[config.mk]
export PLATFORM = sky130hd
export DESIGN_NAME = aibnd_clkgate_ctrl_flat
export DESIGN_NICKNAME = d
export VERILOG_FILES = /design/src/rtl/aibnd_clkgate_pkg.sv /design/src/rtl/aibnd_clkgate_if.sv /design/src/rtl/aibnd_clkgate_cnt.sv /design/src/rtl/aibnd_clkgate_ctrl.sv /design/src/flat_wrapper.sv
export SDC_FILE = /design/constraint.sdc
export NUM_CORES = 1
export LEC_CHECK = 0
export CELL_PAD_IN_SITES_DETAIL_PLACEMENT = 2
export CELL_PAD_IN_SITES_GLOBAL_PLACEMENT = 2
export CORE_MARGIN = 3
export CORE_UTILIZATION = 32
export CTS_BUF_LIST = sky130_fd_sc_hd__clkbuf_16
export DETAILED_ROUTE_END_ITERATION = 12
export PLACE_DENSITY_LB_ADDON = 0.25
export RECOVER_POWER = 25
export SYNTH_ARGS = -nofsm -noshare
export SYNTH_HDL_FRONTEND = slang
export SYNTH_SLANG_ARGS = --single-unit
[constraint.sdc]
create_clock -name clk -period 3.3 [get_ports clk]
set_input_delay 0.33 -clock clk [delete_from_list [all_inputs] [get_ports clk]]
set_output_delay 0.33 -clock clk [all_outputs]
set_load 0.03 [all_outputs]
[src/rtl/aibnd_clkgate_pkg.sv]
// Shared types and constants for the AIB slave clock-gate controller.
package aibnd_clkgate_pkg;

    typedef enum logic [1:0] {
        StGated  = 2'd0,
        StUngate = 2'd1,
        StRun    = 2'd2,
        StIdle   = 2'd3
    } state_e;

    // Polarity of the aibnd_nor2 enable pin.
    localparam logic GATE_CLOSED = 1'b1;
    localparam logic GATE_OPEN   = 1'b0;

endpackage

[src/rtl/aibnd_clkgate_if.sv]
// Request/ack bundle between clock requesters and the clock-gate controller.
interface aibnd_clkgate_if #(
    parameter int unsigned NUM_REQ = 4
);
    logic [NUM_REQ-1:0] req;
    logic               force_on;
    logic               gate_en;
    logic [NUM_REQ-1:0] clk_ack;
    logic               clk_active;

    modport master (
        output req,
        output force_on,
        input  gate_en,
        input  clk_ack,
        input  clk_active
    );

    modport slave (
        input  req,
        input  force_on,
        output gate_en,
        output clk_ack,
        output clk_active
    );
endinterface

[src/rtl/aibnd_clkgate_cnt.sv]
// Loadable down counter shared by the settle and idle phases; saturates at zero.
module aibnd_clkgate_cnt #(
    parameter int unsigned CNT_W = 5
) (
    input  logic             clk,
    input  logic             reset,
    input  logic             load,
    input  logic [CNT_W-1:0] load_val,
    input  logic             dec,
    output logic             zero
);

    logic [CNT_W-1:0] cnt_q, cnt_d;

    always_comb begin
        cnt_d = cnt_q;
        if (load) begin
            cnt_d = load_val;
        end else if (dec && (cnt_q != '0)) begin
            cnt_d = cnt_q - 1'b1;
        end
    end

    always_ff @(posedge clk) begin
        if (reset) begin
            cnt_q <= '0;
        end else begin
            cnt_q <= cnt_d;
        end
    end

    assign zero = (cnt_q == '0);

endmodule

[src/rtl/aibnd_clkgate_ctrl.sv]
// Drives the aibnd_nor2 enable: ungate on request, settle before ack, hold off before re-gating.
module aibnd_clkgate_ctrl
    import aibnd_clkgate_pkg::*;
#(
    parameter int unsigned NUM_REQ    = 4,
    parameter int unsigned SETTLE_CYC = 4,
    parameter int unsigned IDLE_CYC   = 16,
    parameter int unsigned CNT_W      = 5
) (
    input  logic              clk,
    input  logic              reset,
    input  logic              vccl_aibnd,
    input  logic              vssl_aibnd,
    aibnd_clkgate_if.slave    bus
);

    if (NUM_REQ < 1 || NUM_REQ > 8 || SETTLE_CYC < 1 || IDLE_CYC < 1 ||
        (SETTLE_CYC - 1) >= (1 << CNT_W) || (IDLE_CYC - 1) >= (1 << CNT_W)) begin : g_param_chk
        $error("aibnd_clkgate_ctrl: illegal parameter combination");
    end

    localparam logic [CNT_W-1:0] SettleLoad = CNT_W'(SETTLE_CYC - 1);
    localparam logic [CNT_W-1:0] IdleLoad   = CNT_W'(IDLE_CYC - 1);

    // Supply pins carry no logic function.
    logic unused_pwr;
    assign unused_pwr = vccl_aibnd ^ vssl_aibnd;

    state_e             state_q, state_d;
    logic               gate_en_q, gate_en_d;
    logic [NUM_REQ-1:0] clk_ack_q, clk_ack_d;
    logic               clk_active_q, clk_active_d;
    logic               cnt_load, cnt_dec, cnt_zero;
    logic [CNT_W-1:0]   cnt_load_val;
    logic               any_req;

    assign any_req = (|bus.req) | bus.force_on;

    aibnd_clkgate_cnt #(
        .CNT_W (CNT_W)
    ) u_cnt (
        .clk      (clk),
        .reset    (reset),
        .load     (cnt_load),
        .load_val (cnt_load_val),
        .dec      (cnt_dec),
        .zero     (cnt_zero)
    );

    always_comb begin
        state_d      = state_q;
        gate_en_d    = gate_en_q;
        clk_ack_d    = clk_ack_q;
        clk_active_d = clk_active_q;
        cnt_load     = 1'b0;
        cnt_load_val = SettleLoad;
        cnt_dec      = 1'b0;

        case (state_q)
            StGated: begin
                gate_en_d    = GATE_CLOSED;
                clk_ack_d    = '0;
                clk_active_d = 1'b0;
                if (any_req) begin
                    state_d      = StUngate;
                    gate_en_d    = GATE_OPEN;
                    cnt_load     = 1'b1;
                    cnt_load_val = SettleLoad;
                end
            end
            StUngate: begin
                // Settle delay always runs to completion, even if requests vanish.
                cnt_dec = 1'b1;
                if (cnt_zero) begin
                    clk_active_d = 1'b1;
                    if (any_req) begin
                        state_d   = StRun;
                        clk_ack_d = bus.req;
                    end else begin
                        state_d      = StIdle;
                        cnt_load     = 1'b1;
                        cnt_load_val = IdleLoad;
                    end
                end
            end
            StRun: begin
                if (any_req) begin
                    clk_ack_d = bus.req;
                end else begin
                    state_d      = StIdle;
                    clk_ack_d    = '0;
                    cnt_load     = 1'b1;
                    cnt_load_val = IdleLoad;
                end
            end
            StIdle: begin
                // A request on the expiry edge wins over re-gating.
                if (any_req) begin
                    state_d   = StRun;
                    clk_ack_d = bus.req;
                end else if (cnt_zero) begin
                    state_d      = StGated;
                    gate_en_d    = GATE_CLOSED;
                    clk_active_d = 1'b0;
                end else begin
                    cnt_dec = 1'b1;
                end
            end
            default: begin
                state_d      = StGated;
                gate_en_d    = GATE_CLOSED;
                clk_ack_d    = '0;
                clk_active_d = 1'b0;
            end
        endcase
    end

    // gate_en only moves on a rising edge, while the NOR output is already held low.
    always_ff @(posedge clk) begin
        if (reset) begin
            state_q      <= StGated;
            gate_en_q    <= GATE_CLOSED;
            clk_ack_q    <= '0;
            clk_active_q <= 1'b0;
        end else begin
            state_q      <= state_d;
            gate_en_q    <= gate_en_d;
            clk_ack_q    <= clk_ack_d;
            clk_active_q <= clk_active_d;
        end
    end

    assign bus.gate_en    = gate_en_q;
    assign bus.clk_ack    = clk_ack_q;
    assign bus.clk_active = clk_active_q;

endmodule

[src/flat_wrapper.sv]
// flat-port wrapper written by rule: the top's interface ports become plain ports
module aibnd_clkgate_ctrl_flat import aibnd_clkgate_pkg::*;
#(
    parameter int unsigned NUM_REQ    = 4,
    parameter int unsigned SETTLE_CYC = 4,
    parameter int unsigned IDLE_CYC   = 16,
    parameter int unsigned CNT_W      = 5
)
  (clk, reset, vccl_aibnd, vssl_aibnd, bus_req, bus_force_on, bus_gate_en, bus_clk_ack, bus_clk_active);
  aibnd_clkgate_if #(.NUM_REQ(NUM_REQ)) bus_i ();
  input  logic clk;
  input  logic reset;
  input  logic vccl_aibnd;
  input  logic vssl_aibnd;
  input wire logic [$bits(bus_i.req)-1:0] bus_req;
  input wire logic [$bits(bus_i.force_on)-1:0] bus_force_on;
  output wire logic [$bits(bus_i.gate_en)-1:0] bus_gate_en;
  output wire logic [$bits(bus_i.clk_ack)-1:0] bus_clk_ack;
  output wire logic [$bits(bus_i.clk_active)-1:0] bus_clk_active;
  assign bus_i.req = bus_req;
  assign bus_i.force_on = bus_force_on;
  assign bus_gate_en = bus_i.gate_en;
  assign bus_clk_ack = bus_i.clk_ack;
  assign bus_clk_active = bus_i.clk_active;
  aibnd_clkgate_ctrl #(.NUM_REQ(NUM_REQ), .SETTLE_CYC(SETTLE_CYC), .IDLE_CYC(IDLE_CYC), .CNT_W(CNT_W)) u_core (.clk(clk), .reset(reset), .vccl_aibnd(vccl_aibnd), .vssl_aibnd(vssl_aibnd), .bus(bus_i));
endmodule
Word-level counts from Yosys, hierarchy flattened
Index checks and enable logic that the tools add are counted.
- bitwise gates (word level): 1
- shift operators: 0
- $lt $le $gt $ge: 0
- equality and inequality tests: 9
- multiplexer cells: 29
- divide/modulo/power cells: 0
- $add $sub $neg: 1
- reduce and logical (&&, ||, !) cells: 11
- $mul: 0
- operators with widths (kind ; count):
    2-to-1 mux 4 bit ; 4
    one-hot mux 4 bit (4 select lines) ; 1
    2-to-1 mux 5 bit ; 3
    2-to-1 mux 1 bit ; 10
    2-to-1 mux 2 bit ; 5
    one-hot mux 5 bit (2 select lines) ; 1
    one-hot mux 2 bit (4 select lines) ; 1
    AND reduction 4 bit ; 2
    inequality test 2 x 1 -> 1 bit (second input constant) ; 3
    one-hot mux 1 bit (3 select lines) ; 2
    logical NOT 5 bit ; 1
    nonzero test 5 bit ; 1
    subtractor 5 x 1 -> 5 bit (second input constant) ; 1
    == test 2 bit (second input constant) ; 2
    inequality test 2 bit (second input constant) ; 2
    one-hot mux 1 bit (2 select lines) ; 2
    nonzero test 2 bit ; 2
    OR reduction 4 bit ; 1
    inequality test 3 x 1 -> 1 bit (second input constant) ; 1
    AND reduction 3 bit ; 1
    nonzero test 3 bit ; 1
    == test 2 x 1 -> 1 bit (second input constant) ; 1
    logical NOT 2 bit ; 1
    logical AND 1 bit ; 1
    bitwise OR 1 bit ; 1
- latch bits: 0
- output and inout port bits: 6
- memories kept: 0
- register bits after elaboration: 13
- logic and storage cells: 56
- memory bits (writable): 0
- bits in read-only memories: 0

Logic depth before layout (Yosys ltp)
Gate-level depths: netlist of the first run.
- depth in word-level cells: 7
- gate-level depth with buffers: 8

Cells and area by module
A second synthesis of the first run with hierarchy kept.
- cells, all modules: 105
- area, all modules: 924.6 um^2
- modules (own cells, without submodules) (module ; area an instance (um^2) ; cells each ; times used ; seq. area each (um^2)):
    aibnd_clkgate_ctrl ; 598.1 ; 68 ; 1 ; 160.2
    aibnd_clkgate_cnt ; 326.6 ; 37 ; 1 ; 100.1

Least setup slack after synthesis of the first run
Ideal clock, no wire load.
- path type: register to register
- start point: reg u_core.u_cnt.cnt_q[0]
- end point: reg u_core.state_q[1]
- path slack: 1345 ps
- arrival time: 1825 ps
- required time: 3170 ps
- path buffers: 1
- cell stages (with the launch flop): 9
- cells stage by stage: dfxtp_1 inv_1 ha_1 or4b_1 buf_2 a21o_1 a221oi_2 and4b_1 nor3_2
- word-level cells in the longest chain between the ends: 3
- elaborated cells between the ends (all ways): 4
- classes of those cells: eq/ne: 2; reduce/logical: 2
- ends and longest elaborated chain (element ; line ; source):
    start, declared ; aibnd_clkgate_cnt.sv:13 ; logic [CNT_W-1:0] cnt_q, cnt_d;
    start signal, assigned ; aibnd_clkgate_cnt.sv:28 ; cnt_q <= cnt_d;
    logical NOT 5 bit * ; aibnd_clkgate_cnt.sv:32 ; assign zero = (cnt_q == '0);
    inequality test 3 x 1 -> 1 bit (no source line) or inequality test 2 x 1 -> 1 bit (tied branches) ; -- ;
    AND reduction 4 bit (no source line) * ; -- ;
    end signal, assigned ; aibnd_clkgate_ctrl.sv:121 ; state_q <= StGated;
    end signal, assigned ; aibnd_clkgate_ctrl.sv:126 ; state_q <= state_d;
    end, declared ; aibnd_clkgate_ctrl.sv:29 ; state_e state_q, state_d;
Mark *: on every way between the ends. The rest lies on a longest branch, timed or not.
A chain may end at the register's enable or synchronous reset.

Final worst setup path of the first run
- start point: reg u_core.u_cnt.cnt_q[0]
- end point: reg u_core.u_cnt.cnt_q[2]
- word-level cells in the longest chain between the ends: 6
- elaborated cells between the ends (all ways): 14
- classes of those cells: add/sub: 1; mux: 9; reduce/logical: 4
- ends and longest elaborated chain (element ; line ; source):
    logical NOT 5 bit ; aibnd_clkgate_cnt.sv:32 ;
    2-to-1 mux 1 bit ; aibnd_clkgate_ctrl.sv:101 ; end else if (cnt_zero) begin
    2-to-1 mux 1 bit ; aibnd_clkgate_ctrl.sv:98 ; if (any_req) begin
    one-hot mux 1 bit (2 select lines) ; aibnd_clkgate_ctrl.sv:59 ; case (state_q)
    logical AND 1 bit ; aibnd_clkgate_cnt.sv:19 ; end else if (dec && (cnt_q != '0)) begin
    nonzero test 2 bit (no source line) ; -- ;
Parallel ways exist; a longest one is shown, timed or not. The select of a mux whose other input is x is not followed.

==> qor.csv, run 1 <==
stage,metric,value,unit
power,power,1.06,mW
drt,viasPerCell,5.89,
timing,fin_crit_sh,68.2,%
clock_tree,cts.sinks,13,
global_routing,track_usage,18.8,%
clock_tree,root_buffer,clkbuf_16,
floorplan,initial_core_util,35.8,%
timing,worst_slack,1050,ps
synth,synthAdderAreaFrac,8.96,%
synth,yosysSeqAreaShare,31.0,%
power,power.leakage,0.408,nW
global_routing,grt_pass1_wl,4.77,mm
final_layout,fillers,264,
clock_tree,cts-resized-gates,0,
min_path,hp-class,reg -> reg,
timing,holdWs,458,ps
clock_tree,clk_path_buf_depth,2,
floorplan,die_y,57.2,microns
synth,syn_area_per_cell,8.22,sq um
global_routing,grt_start_max_net_pins,13,
drt,dr.pass1.iters,4,
setup_path,cp_max_fo,6,
setup_path,reg2reg_from,u_core.u_cnt.cnt_q[0],
drt,vias,842,
synth,ys_warn_count,0,
timing,maxSlewViolCount,0,
global_routing,antenna_found_initial,0,
timing,worst_slew_pin_slew,603,ps
synth,synthesis.area,838,sq um
final_layout,final_util,45.3,%
final_layout,multi_input_area,532,sq um
floorplan,num_rows,17,
drt,initialDrtViolationCount,14,
flow_run,cap_viol_max_count,0,
timing,clock.fmax,444,MHz
timing,rsz0062_at_grt,no,
clock_tree,insertion_delay,250,ps
synth,synth.distinct_cells,37,
final_layout,nets,131,
setup_path,crit_arrival,2400,ps
timing,maxSlewHeadroom,59.7,%
drt,routed_wl,2.73,mm
drt,wire_per_inst,19.1,microns
clock_tree,path_clk_slew,50,ps
drt,ant_nets,0,
timing,setup_violations,0,
synth,synth_xor_area_share,1.04,%
setup_path,start_kind,flop,
final_layout,n_antenna_cell,0,
place,routabilityCongestion,0.808,
clock_tree,htreeDepth,1,
setup_path,cp.required,3450,ps
clock_tree,cts_inserted_buffers,3,
setup_path,worstSetupStartpoint,u_core.u_cnt.cnt_q[0],
final_layout,drive_gt1_share,6.96,%
synth,ys.flop_type,dfxtp_1,
global_routing,grt-ovfl-total,0,
synth,synth_edf_count,0,
global_routing,grt_pass1_vias,978,
clock_tree,cts.hold.buffers_added,0,
floorplan,ioPinCount,15,
synth,syn_inst,102,
floorplan,dieArea,3270,sq um
final_layout,seq_area,260,sq um
timing,finalSetupTns,0,ps
drt,drc,0,
setup_path,crit_type,reg -> reg,
synth,synth_compound_area_share,25.7,%
synth,synthSimpleGateAreaFrac,26.4,%
floorplan,die_w,57.2,microns
timing,period_needed,2250,ps
synth,synth.mux.area_fraction,1.34,%
place,port_buffers,12,
power,p_per_area,1000,nW/um^2
synth,synth_top_family_by_area,simple AND/OR/NAND/NOR gates,
synth,syn-num-nets,117,
place,dp_hpwl,2.06,mm
outcome,status,"complete, no violations",
clock_tree,cts_tree,done,
power,ir_worst_vdd,0.440,mV
clock_tree,post_cts_buffers,0,
timing,final-hold-violation-count,0,
synth,async_flop_share,0,%
synth,synth-seq-cells,13,
final_layout,area_growth,26.4,%
setup_path,end_kind,flop,
min_path,min_from,u_core.bus.clk_ack[2],
floorplan,core-area,2340,sq um
place,post-place-ws,935,ps
timing,skew,1.17,ps
[synthesized netlist by cell type, types with 2 or more instances]
| cell | count | share of area [%] |
|---|---|---|
| a211oi_1 | 2 | 1.8 |
| a21o_1 | 2 | 1.8 |
| a21oi_1 | 15 | 9.0 |
| clkbuf_1 | 2 | 0.90 |
| dfxtp_1 | 13 | 31 |
| ha_1 | 6 | 9.0 |
| inv_1 | 9 | 4.0 |
| nand2_1 | 9 | 4.0 |
| nand3_1 | 5 | 3.0 |
| nor2_1 | 6 | 2.7 |
| nor3_1 | 2 | 1.2 |
| nor3_2 | 2 | 2.4 |
| nor4b_2 | 2 | 3.6 |
| o21ai_0 | 3 | 1.8 |
| or4b_1 | 2 | 2.4 |
[logic make-up (layout without fill, tap and decap cells)]
logic type | Yosys count | in the layout
AND/OR/NAND/NOR | 36 | 36
AO/OA/AOI/OAI | 33 | 33
flip-flops | 13 | 13
buffers and inverters | 12 | 25
adder cells (fa/ha/maj) | 6 | 6
XOR/XNOR | 1 | 1
multiplexers | 1 | 1
[per-stage QoR]
stage               std cells  instance area (sq um)
floorplan                 102                    838
global placement          139                    981
detailed placement        139                    981
CTS                       143                   1060
global route              143                   1060
finish                    143                   1060
[worst paths after layout]
kind	slack [ps]	to	depth (start not counted)
setup / recovery	1050	u_core.u_cnt.cnt_q[2]	7
hold / removal	460	u_core.bus.clk_ack[2]	2
setup reg to reg	1050	u_core.u_cnt.cnt_q[2]	7
hold reg to reg	460	u_core.bus.clk_ack[2]	2
[state kept, by name, indices dropped and copies added (netlist names)]
register               count
u_core.bus.clk_ack         4
u_core.bus.clk_active      1
u_core.bus.gate_en         1
u_core.state_q             2
u_core.u_cnt.cnt_q         5
[critical path, stage by stage (launching register included)]
cell and delay, ps:
dfxtp_1 310, inv_1 80, ha_1 260, nor4b_2 550
a21oi_1 210, nor4b_2 380, o22ai_1 120, a211oi_1 250
[layout by cell type (no fill, tap or decap), drive strengths merged, types with 2 or more instances in the layout]
master         netlist  routed
a21oi               15      15
dfxtp               13      13
inv                  9      10
nand2                9       9
clkdlybuf4s50        0       8
nor2                 6       6
ha                   6       6
nand3                5       5
dlygate4sd3          0       4
nor3                 4       4
o21ai                3       3
clkbuf               2       3
nor4b                2       2
a21o                 2       2
or4b                 2       2
a211oi               2       2
[final cells by class]
cell class	count	area share (%)
inverters	9	3.19
clock inverters	1	0.354
repair buffers	12	11.3
multi-input cells	77	50.2
well taps	28	3.31
flip-flops and latches	13	24.6
clock buffers	3	7.08
[power breakdown]
part	switching (mW)	internal, mW	total, mW
Sequential	0.0445	0.205	0.250
Combinational	0.353	0.224	0.577
Clock	0.0734	0.160	0.234
Total	0.471	0.589	1.06
[routing by layer]
metal / global-route usage (%) / wire (microns) / part of all wire [%] / up-vias
li1: - / - / - / 400
met1: 20.3 / 1120 / 41 / 410
met2: 33.9 / 1410 / 52 / 22
met3: 5.43 / 97 / 3.6 / 10
met4: 7.95 / 100 / 3.7 / 0
met5: 0 / 0 / 0 / -
Power figures use the tool's default switching activity.
==> run 2, diff against run 1 <==
Settings changed: CORE_UTILIZATION 32 to 27.
Clock period 3.3 ns to 1.97 ns, I/O delays scaled along.
==> run 2 against run 1 <==
Clock skew grew 3.8 ps. Non-clock buffer count grew 16. Total power grew 110%. Worst hold slack lost 3.5 ps. Highest routed layer unchanged. Clock power grew 69%. Combinational power grew 140%. Cell area grew 21%. Utilization shrank 0.51 points. The run now ends with negative setup slack left. Largest power group unchanged.
==> qor.csv, run 2 (synthesis results as in run 1) <==
stage,metric,value,unit
outcome,status,finished with violations,
clock_tree,htreeDepth,1,
floorplan,die_y,61.7,microns
timing,skew,4.93,ps
power,ir_worst_vdd,0.581,mV
clock_tree,cts_inserted_buffers,3,
clock_tree,cts.sinks,13,
final_layout,nets,147,
setup_path,crit_family,simple AND/OR/NAND/NOR gates,
floorplan,num_rows,19,
timing,setup_violations,2,
drt,vias,923,
clock_tree,cts.hold.buffers_added,0,
setup_path,cp.required,2100,ps
drt,viasPerCell,5.70,
min_path,hp-class,reg -> reg,
clock_tree,cts_tree,done,
setup_path,end_kind,flop,
floorplan,core-area,2850,sq um
timing,maxSlewHeadroom,66.2,%
global_routing,grt_start_max_net_pins,8,
place,dp_hpwl,2.08,mm
setup_path,cp_max_fo,3,
clock_tree,clk_path_buf_depth,2,
final_layout,drive_gt1_share,28.2,%
timing,rsz0062_at_grt,yes,
setup_path,cp.buffers_inverters,1,
drt,wire_per_inst,21.0,microns
final_layout,area_growth,52.4,%
floorplan,die_w,61.7,microns
drt,routed_wl,3.41,mm
timing,clock.fmax,495,MHz
place,port_buffers,12,
final_layout,final_util,44.8,%
place,place_area,1070,sq um
clock_tree,path_clk_slew,50,ps
setup_path,crit_chain,inv_2 > ha_4 > or4b_4 > a21o_1 > a221oi_4 > and4b_1 > nor3_2,
final_layout,final_cell_mix,"buf_4, a21oi_1, dfxtp_1",
clock_tree,insertion_delay,250,ps
setup_path,critPathSlowestCell,or4b_4,
setup_path,crit_type,reg -> reg,
drt,dr.pass1.iters,4,
setup_path,crit_arrival,2150,ps
outcome,violations,negative setup slack,
final_layout,n_antenna_cell,0,
power,power.leakage,0.502,nW
power,p_per_area,1750,nW/um^2
place,routabilityCongestion,0.805,
flow_run,cap_viol_max_count,0,
timing,worst_slack,-50.4,ps
clock_tree,root_buffer,clkbuf_16,
global_routing,track_usage,18.4,%
global_routing,grt_pass1_vias,970,
final_layout,layout_commonest_cell,buf_4,
setup_path,critPathMaxStageDelay,490,ps
timing,maxSlewViolCount,0,
drt,initialDrtViolationCount,23,
final_layout,max_flop_register,u_core.u_cnt.cnt_q,
timing,period_needed,2020,ps
final_layout,finalInstanceArea,1280,sq um
setup_path,start_kind,flop,
drt,drc,0,
timing,worst_slew_pin_slew,503,ps
floorplan,initial_core_util,29.4,%
global_routing,grt_pass1_wl,4.93,mm
global_routing,antenna_found_initial,0,
timing,final-hold-violation-count,0,
timing,fin_crit_sh,103,%
global_routing,grt-ovfl-total,0,
floorplan,ioPinCount,15,
timing,holdWs,455,ps
drt,ant_nets,0,
final_layout,fillers,321,
final_layout,largest_reg_flops,5,
floorplan,dieArea,3810,sq um
-- run 2: per-stage QoR --
stage | total power [mW] | setup WS, ps | TNS (ps) | cells
6_report | 2.24 | -50.4 | -72.4 | 162
5_1_grt | 2.41 | -136 | -488 | 162
4_1_cts | 2.05 | 1.40 | 0 | 161
3_5_place_dp | 1.48 | -51.3 | -113 | 153
3_3_place_gp | 1.42 | 41.1 | 0 | 153
2_1_floorplan | 1.11 | 15.3 | 0 | 102
-- run 2: routing by layer --
metal	wire, microns	up-vias	GRT usage [%]
li1	-	432	-
met1	1490	459	23.4
met2	1720	23	30.8
met3	118	9	3.72
met4	70	0	6.67
met5	0	-	0
-- run 2: path summary, 6_finish.rpt --
path | depth (start not counted) | from | end | slack (ps)
worst max-delay path | 7 | u_core.u_cnt.cnt_q[0] | u_core.state_q[1] | -50
worst min-delay path | 2 | u_core.bus.clk_ack[1] | u_core.bus.clk_ack[1] | 450
worst max register to register | 7 | u_core.u_cnt.cnt_q[0] | u_core.state_q[1] | -50
worst min register to register | 2 | u_core.bus.clk_ack[1] | u_core.bus.clk_ack[1] | 450
-- run 2: final cells by class --
type                       count  area, sq um  area share (%)
timing repair buffer          28          244            19.1
clock inverter                 1         3.75           0.294
inverter                       9         33.8            2.64
multi-input combinational     77          621            48.6
sequential                    13          262            20.5
tap                           31         38.8            3.04
clock buffer                   3         75.1            5.88
-- run 2: power breakdown --
part	switching, mW	internal [mW]	total (mW)
combinational	0.770	0.644	1.41
sequential	0.0843	0.346	0.430
clock	0.127	0.269	0.396
-- run 2: timing repair --
item / CTS / global route
gates resized for setup: 10 / 11
setup buffers: 4 / 1
cloned: 0 / 0
endpoints found under the setup margin: 4 / 10
pin swaps: 2 / 7
-- run 2: worst register-to-register path: stages, from the launching register on --
cell	delay [ps]
dfxtp_2	320
inv_2	80
ha_4	130
or4b_4	490
a21o_1	240
a221oi_4	330
and4b_1	260
nor3_2	50
==> run 3, diff against run 2 <==
Settings changed: CORE_ASPECT_RATIO from default to 0.7.
==> run 3 against run 2 <==
The run now ends clean. Global-route usage shrank 1.6 points. Sequential share of layout area grew 0.081 points. Count of clock-buffer cells in the layout is the same. Clock power shrank 2%. Clock skew grew 2.4 ps. Non-clock buffer count grew 1. Final cell count grew 3.7%. Critical endpoint is now u_core.u_cnt.cnt_q[3]. Largest power group unchanged. Highest routed layer unchanged.
==> qor.csv, run 3 (synthesis results as in run 1) <==
stage,metric,value,unit
outcome,status,"complete, no violations",
place,post-place-ws,-33.8,ps
timing,holdWs,455,ps
global_routing,grt-ovfl-total,0,
timing,final-hold-violation-count,0,
place,port_buffers,12,
setup_path,critPathSlowestCell,dfxtp_1,
floorplan,num_rows,16,
setup_path,reg2reg_from,u_core.state_q[0],
timing,rsz0062_at_grt,yes,
clock_tree,insertion_delay,250,ps
min_path,min_from,u_core.bus.clk_ack[3],
power,power.leakage,0.500,nW
timing,skew,7.33,ps
clock_tree,cts.hold.buffers_added,0,
timing,fin_crit_sh,97.7,%
final_layout,final_util,44.1,%
drt,routed_wl,2.99,mm
final_layout,seq_area,262,sq um
power,power,2.12,mW
floorplan,ioPinCount,15,
setup_path,ff2ff_setup_slack,50,ps
timing,period_needed,1920,ps
final_layout,area_growth,51.8,%
power,ir_worst_vdd,0.610,mV
setup_path,end_kind,flop,
min_path,hp-class,reg -> reg,
setup_path,reg2reg_depth,6,
floorplan,die_y,52.6,microns
final_layout,max_flop_register,u_core.u_cnt.cnt_q,
power,sequentialPowerShare,19.9,%
min_path,min_to,u_core.bus.clk_ack[3],
drt,dr.pass1.iters,4,
final_layout,multi_input_area,602,sq um
global_routing,grt_pass1_vias,978,
drt,wire_per_inst,17.8,microns
final_layout,layout_commonest_cell,buf_4,
setup_path,crit_arrival,2080,ps
power,p_comb_share,61.7,%
drt,viasPerCell,5.30,
place,dp_hpwl,2.08,mm
setup_path,cp_max_fo,6,
global_routing,antenna_found_initial,0,
timing,finalSetupTns,0,ps
clock_tree,path_clk_slew,50,ps
drt,ant_nets,0,
timing,setup_violations,0,
clock_tree,cts_inserted_buffers,3,
final_layout,drive_gt1_share,27.3,%
floorplan,initial_core_util,29.1,%
final_layout,n_antenna_cell,0,
power,p_per_area,1670,nW/um^2
power,p_sw_share,42.4,%
floorplan,core-area,2880,sq um
drt,drc,0,
final_layout,largest_reg_flops,5,
setup_path,start_kind,flop,
setup_path,crit_chain,inv_1 > ha_1 > a21oi_1 > a211o_1 > a2bb2oi_1 > o32ai_1,
timing,clock.fmax,520,MHz
timing,maxSlewViolCount,0,
setup_path,critPathMaxStageDelay,440,ps
setup_path,crit_type,reg -> reg,
power,netSwitchingPower,0.899,mW
timing,worst_slew_pin_slew,510,ps
power,pwr-share-clk,18.3,%
setup_path,cp.required,2120,ps
clock_tree,cts.sinks,13,
drt,vias,890,
global_routing,track_usage,16.8,%
place,routabilityCongestion,0.792,
final_layout,nets,148,
global_routing,grt_pass1_wl,4.79,mm
final_layout,fillers,335,
min_path,holdPathStages,2,
timing,maxSlewHeadroom,65.7,%
floorplan,dieArea,3820,sq um
setup_path,timing.rr.end,u_core.u_cnt.cnt_q[3],
clock_tree,clk_path_buf_depth,2,
global_routing,grt_start_max_net_pins,9,
timing,worst_slack,46.2,ps
clock_tree,htreeDepth,1,
drt,initialDrtViolationCount,33,
clock_tree,cts_tree,done,
power,internal_power,1.22,mW
clock_tree,root_buffer,clkbuf_16,
floorplan,die_w,72.6,microns
flow_run,cap_viol_max_count,0,
final_layout,final_cell_mix,"buf_4, a21oi_1, dfxtp_1",
-- run 3: routing by layer --
metal	GRT usage, %	vias to the layer above	wire [microns]	share of wire (%)
li1	-	438	-	-
met1	22.0	435	1470	49
met2	27.2	15	1420	48
met3	4.79	2	89	3.0
met4	3.68	0	8	0.27
met5	0	-	0	0
-- run 3: worst max-delay path by stage --
| stage | start | to | slack (ps) | cells after the start |
|---|---|---|---|---|
| finish | u_core.state_q[0] | u_core.u_cnt.cnt_q[3] | 50 | 6 |
| global route | u_core.state_q[0] | u_core.u_cnt.cnt_q[3] | -90 | 6 |
| CTS | u_core.u_cnt.cnt_q[0] | u_core.state_q[1] | 4 | 7 |
| detailed placement | bus_req[3] | u_core.u_cnt.cnt_q[2] | -30 | 6 |
| global placement | bus_req[3] | u_core.u_cnt.cnt_q[2] | -1 | 6 |
| floorplan | u_core.u_cnt.cnt_q[0] | u_core.state_q[1] | 20 | 8 |
-- run 3: stage by stage --
step                area [sq um]  cells
finish                      1270    168
global route                1270    168
CTS                         1190    165
detailed placement          1090    160
global placement            1090    160
floorplan                    838    102
-- run 3: final cells by class --
class                      instances  share of cell area (%)
clock buffer                       3                    5.90
clock inverter                     1                   0.295
inverter                           9                    2.65
multi-input combinational         77                    47.3
sequential                        13                    20.6
tap                               36                    3.54
timing repair buffer              29                    19.8
-- run 3: critical path: cells and delay by family, from the launching register on --
kind | cells | cell delay, ps
AOI/OAI and AO/OA | 4 | 940
DFF | 1 | 440
adders and majority gates | 1 | 300
buffers and inverters | 1 | 150
-- run 3: power groups by stage --
stage                     Sequential [mW]  Combinational (mW)  Clock [mW]
after CTS                           0.414                1.14       0.405
after floorplan                     0.456               0.650           0
after detailed placement            0.414                1.08           0
after global placement              0.406                1.04           0
final                               0.423                1.31       0.389
after global routing                0.433                1.46       0.414
-- run 3: what timing repair did --
action | in CTS | in global routing
setup buffers | 1 | 3
pin swaps | 4 | 6
endpoints found under the setup margin | 5 | 7
resized for setup | 3 | 17
